File: config.mk
export PLATFORM = sky130hd
export DESIGN_NAME = bcd_display_mux
export DESIGN_NICKNAME = d
export VERILOG_FILES = /design/src/rtl/bcd_display_mux.sv
export SDC_FILE = /design/constraint.sdc
export NUM_CORES = 1
export LEC_CHECK = 0
export ABC_AREA = 1
export BUFFER_PORTS_ARGS = -buffer_cell sky130_fd_sc_hd__buf_2
export CORE_UTILIZATION = 49
export DETAILED_ROUTE_END_ITERATION = 12
export PLACE_DENSITY = 0.74
export SLEW_MARGIN = 30
export SYNTH_ARGS = -nofsm -noshare
export SYNTH_HDL_FRONTEND = slang
export SYNTH_SLANG_ARGS = --single-unit
File: constraint.sdc
create_clock -name Clock -period 1.3 [get_ports Clock]
set_input_delay 0.13 -clock Clock [delete_from_list [all_inputs] [get_ports Clock]]
set_output_delay 0.13 -clock Clock [all_outputs]
set_load 0.01 [all_outputs]
File: src/rtl/bcd_display_mux.sv
// bcd_display_mux: latches a packed BCD value plus decimal points and scans it
// out onto a multiplexed, active-low 7-segment display. Every digit slot
// starts with a short all-off window to suppress ghosting. Frame_o marks the
// first output cycle of digit 0's slot after each scan wrap.
// Optional build macro: LEADING_ZERO_BLANK_EN turns off the segments of
// leading zero digits (digit 0 is always shown).
module bcd_display_mux #(
    parameter int DIGITS      = 3,
    parameter int DIGIT_TICKS = 1000,
    parameter int BLANK_TICKS = 50
) (
    input  logic                  Clock,
    input  logic                  Reset,
    input  logic                  Load_i,
    input  logic [DIGITS*4-1:0]   BCD_i,
    input  logic [DIGITS-1:0]     DecimalPoints_i,
    output logic [7:0]            Segments_o,
    output logic [DIGITS-1:0]     Digits_o,
    output logic                  Frame_o
);

    localparam int CNT_W = (DIGIT_TICKS > 1) ? $clog2(DIGIT_TICKS) : 1;
    localparam int IDX_W = (DIGITS > 1) ? $clog2(DIGITS) : 1;
    localparam logic [CNT_W-1:0] CNT_LAST  = CNT_W'(DIGIT_TICKS - 1);
    localparam logic [CNT_W-1:0] CNT_BLANK = CNT_W'(BLANK_TICKS);
    localparam logic [IDX_W-1:0] IDX_LAST  = IDX_W'(DIGITS - 1);

    // Segment bits {g,f,e,d,c,b,a}, active-low; anything above 9 shows a dash.
    function automatic logic [6:0] glyph(input logic [3:0] nib);
        logic [6:0] g;
        case (nib)
            4'd0:    g = 7'h40;
            4'd1:    g = 7'h79;
            4'd2:    g = 7'h24;
            4'd3:    g = 7'h30;
            4'd4:    g = 7'h19;
            4'd5:    g = 7'h12;
            4'd6:    g = 7'h02;
            4'd7:    g = 7'h78;
            4'd8:    g = 7'h00;
            4'd9:    g = 7'h10;
            default: g = 7'h3F;
        endcase
        return g;
    endfunction

    logic [CNT_W-1:0]    cnt_q, cnt_d;
    logic [IDX_W-1:0]    idx_q, idx_d;
    logic [DIGITS*4-1:0] bcd_q;
    logic [DIGITS-1:0]   dp_q;
    logic                valid_q;
    logic                wrap_q, wrap_d;
    logic                frame_q;
    logic [7:0]          seg_q, seg_d;
    logic [DIGITS-1:0]   dig_q, dig_d;
    logic [DIGITS-1:0]   lead_zero;

    // Slot tick counter and digit index; wrap_d flags the last tick of the scan.
    always_comb begin
        cnt_d  = cnt_q + CNT_W'(1);
        idx_d  = idx_q;
        wrap_d = 1'b0;
        if (cnt_q == CNT_LAST) begin
            cnt_d = '0;
            if (idx_q == IDX_LAST) begin
                idx_d  = '0;
                wrap_d = 1'b1;
            end else begin
                idx_d = idx_q + IDX_W'(1);
            end
        end
    end

`ifdef LEADING_ZERO_BLANK_EN
    // A digit above 0 is a leading zero when it and every higher digit carry
    // a zero nibble and no decimal point.
    always_comb begin
        logic run;
        lead_zero = '0;
        run       = 1'b1;
        for (int k = DIGITS - 1; k >= 1; k--) begin
            run          = run && (bcd_q[k*4 +: 4] == 4'd0) && !dp_q[k];
            lead_zero[k] = run;
        end
    end
`else
    assign lead_zero = '0;
`endif

    // Output decode from the current scan position and latched data.
    always_comb begin
        logic [3:0]        nib;
        logic              dpb;
        logic              lzb;
        logic              blank;
        logic [DIGITS-1:0] dig_sel;
        nib     = '0;
        dpb     = 1'b0;
        lzb     = 1'b0;
        dig_sel = '1;
        for (int k = 0; k < DIGITS; k++) begin
            if (idx_q == IDX_W'(k)) begin
                nib        = bcd_q[k*4 +: 4];
                dpb        = dp_q[k];
                lzb        = lead_zero[k];
                dig_sel[k] = 1'b0;
            end
        end
        blank = !valid_q || (cnt_q < CNT_BLANK);
        seg_d = (blank || lzb) ? 8'hFF : {~dpb, glyph(nib)};
        dig_d = blank ? '1 : dig_sel;
    end

    // State and registered outputs; a load never disturbs the scan phase.
    always_ff @(posedge Clock) begin
        if (!Reset) begin
            cnt_q   <= '0;
            idx_q   <= '0;
            bcd_q   <= '0;
            dp_q    <= '0;
            valid_q <= 1'b0;
            wrap_q  <= 1'b0;
            frame_q <= 1'b0;
            seg_q   <= 8'hFF;
            dig_q   <= '1;
        end else begin
            cnt_q   <= cnt_d;
            idx_q   <= idx_d;
            wrap_q  <= wrap_d;
            frame_q <= wrap_q;
            seg_q   <= seg_d;
            dig_q   <= dig_d;
            if (Load_i) begin
                bcd_q   <= BCD_i;
                dp_q    <= DecimalPoints_i;
                valid_q <= 1'b1;
            end
        end
    end

    assign Segments_o = seg_q;
    assign Digits_o   = dig_q;
    assign Frame_o    = frame_q;

endmodule

==> metrics.md <==
| Metric | Value |
|---|---|
| Outcome | `finished, final reports clean` |
| Count leader, synth | `nor2_1` |
| Row Count | `20` |
| Synth Net Count | `244` |
| Fin crit share | `96.7%` |
| Asr flop ratio synth | `0%` |
| Synth Flop Type | `dfxtp_1` |
| Hold Vio Cnt, Final | `0` |
| Vias in the first global route | `1405` |
| Yosys cell types | `23` |
| Fmax | `0.795 GHz` |
| Crit-path leading delay family | `simple AND/OR/NAND/NOR gates` |
| Fill cell count | `258` |
| Later-pin clock latency in the skew report | `340 ps` |
| Pwr Density | `953 mW/mm^2` |
| Total gr overflow | `0` |
| Fin crit period | `1260 ps` |
| Largest net degree at the start of global routing | `16` |
| Vias | `1604` |
| Die area | `0.00364 sq mm` |
| Slowest stage delay, CP | `420 ps` |
| DR DRC count | `0` |
| Final nets | `311` |
| Flop2flop setup slack | `40 ps` |
| First-pass GRT wire length | `5850 um` |
| CTS H-tree depth | `2` |
| Netlist Area Pre-Place | `0.00167 sq mm` |
| Slew margin rel. | `76.2%` |
| Maximum vdd drop | `0.000677 V` |
| Commonest cells post-synth | `nor2_1 (44), nand2_1 (42), dfxtp_1 (41), nand3_1 (20), o21ai_0 (20)` |
| CTS sink cnt | `41` |
| Critical R2R Capture | `Segments_o[0]` |
| Post-route antenna net violation count | `0` |
| Crit. End Element | `flop` |
| Initial drt markers | `83` |
| CTS Root Cell | `clkbuf_4` |
| Multi-input gate area | `825 sq um` |
| Number of diodes | `0` |
| Arr. time, crit path | `1540 ps` |
| Dpl ws | `-78.7 ps` |
| CTS tree | `yes` |
| Post-Layout Cell Count | `335` |
| Setup Viol. Count Final | `0` |
| I/O pin total | `30` |
| Syn Inst Count | `224` |
| Die X | `60.3 um` |
| Wire length per cell | `10.6 um` |
| Worst Hold Depth | `3` |
| CTS buffer count | `5` |
| Worst Hold End | `bcd_q[5]` |
| Share of the synthesized area in the top cell type | `49.2%` |
| Fraction of layout cells with a size suffix above 1 | `34.4%` |
| CP Data Required Time | `1580 ps` |
| Worst reg2reg startpoint | `idx_q[0]` |
| GPL Wtd Cong | `0.854` |
| Startpoint Class | `flop` |
| Area contributors post-synth | `dfxtp_1 (49%), nor2_1 (9.9%), nand2_1 (9.5%)` |
| Hold_sp | `BCD_i[5]` |
| Detail Placement HPWL | `2530 um` |
| WL final | `3560 um` |
| Ys Warns | `0` |
| Max-Cap Viols | `0` |
| Number of flops mapped to enable cells by yosys | `0` |
| CP max-delay cell | `dfxtp_4` |
| Synth Area per Inst | `7.44 sq um` |
| Die Y | `60.3 um` |
| Total GRT Usage | `22.2%` |
| Worst Tran Pin Value | `354 ps` |
| Antenna violations before repair | `0` |
| Crit-path cells | `inv_4 > buf_4 > nor2_1 > nand2_1 > nand3_2 > nand2_1 > and2_4 > nand2_1` |
| RSZ-0062 raised after global routing | `yes` |
| Seq cells post-synth | `41` |
| Number of port buffers | `29` |
| Core area | `0.00313 sq mm` |
| TNS Setup | `0 ps` |
| Sequential element share of the synthesized area | `49.2%` |
| WP buf/inv | `2` |
| Cell taking the most area after synthesis | `dfxtp_1` |
| CP Class | `reg -> reg` |
| Clock-pin slew on the worst setup and hold paths | `110 ps` |
| Initial Utilization | `53.3%` |
| Vias/cell | `4.79` |
| Reg2reg path depth | `8` |
| Drt pass-1 iters | `4` |
| Hold WC Path Type | `in -> reg` |
| Register area | `831 sq um` |
| Final clock skew | `11.8 ps` |
| CP most frequent cell | `nand2_1` |
| Bufs on Longest Clock Path | `2` |
| Static Leak | `0.00102 uW` |
| Max Transition Viols Final | `0` |
| Final setup margin | `42.3 ps` |
| Area Overhead vs Synth | `37.3%` |
| Inst Count DP | `318` |
| CP max FO | `6` |
## kinds of logic (layout without fill, tap and decap cells)
| family | after synthesis | count (layout) | synth area share (%) |
|---|---|---|---|
| buf+inv | 26 | 93 | 6.23 |
| flops | 41 | 41 | 49.2 |
| fa+ha+maj | 2 | 2 | 1.50 |
| xor+xnor | 2 | 2 | 1.05 |
| simple gates | 124 | 124 | 33.1 |
| compound gates | 29 | 29 | 8.86 |
## registers in the layout, indices dropped and copies added (netlist names)
signal and count:
bcd_q 12, cnt_q 10, Segments_o 8, Digits_o 3, dp_q 3, idx_q 2, Frame_o 1, valid_q 1
wrap_q 1
## cell usage in the layout (no fill, tap or decap), drive strengths merged
cell type    Yosys  final
o211ai           1      1
dfxtp           41     41
clkinv           1      1
buf              4     58
nand3           22     22
nor2            47     47
clkbuf           2      7
dlygate4sd3      0      8
nand2           44     44
a21oi            8      8
inv             19     19
xor2             2      2
and2             1      1
ha               2      2
nor4             2      2
o21ai           20     20
or2              1      1
nor3             7      7
## cell type report
cell class,instances,area share (%)
Sequential cell,41,36.3
Clock buffer,7,2.41
Inverter,20,3.50
Tap cell,44,2.41
Multi-Input combinational cell,157,36.0
Timing Repair Buffer,66,19.4
## power breakdown
group / internal, uW / switching, uW
clock network: 256 / 366
logic: 117 / 121
registers: 1300 / 27.2
## worst min-delay path, cell delays in order
cell,delay (ps)
buf_2,80
nor2_1,40
nor2_1,90
## layer usage
layer,global-route usage [%],part of all wire (%),up-vias
met1,27.3,45,715
met2,35.9,50,34
met5,0,0,-
met4,9.97,1.7,0
li1,-,-,850
met3,6.49,3.9,5
## how the worst max path moves through the flow
stage             start            end  slack, ps  depth (start not counted)
6_report       idx_q[0]  Segments_o[0]         40                          8
2_1_floorplan  idx_q[0]  Segments_o[3]          1                          8
5_1_grt        cnt_q[0]       idx_q[0]        -50                          8
4_1_cts        idx_q[0]  Segments_o[5]          2                          8
3_5_place_dp   idx_q[0]  Segments_o[3]        -80                          7
3_3_place_gp   idx_q[0]  Segments_o[3]        -30                          7
## timing repair
action	CTS	global route
setup buffers	0	2
resized for setup	10	20
cloned	0	0
pin swaps	0	2
endpoints found under the hold margin	8	0
hold buffers	8	0
endpoints found under the setup margin	10	12
## through the flow
stage / power [uW] / hold slack [ps] / area, sq um / utilization (%)
5_1_grt: 2290 / 16.7 / 2290 / 73.2
3_3_place_gp: 1550 / 349 / 2040 / 65.3
3_5_place_dp: 1560 / 357 / 2040 / 65.3
2_1_floorplan: 1470 / 265 / 1670 / -
6_report: 2180 / 22.8 / 2290 / 73.2
4_1_cts: 2190 / 5.97 / 2200 / 70.4
(Power assumes the default switching activity.)
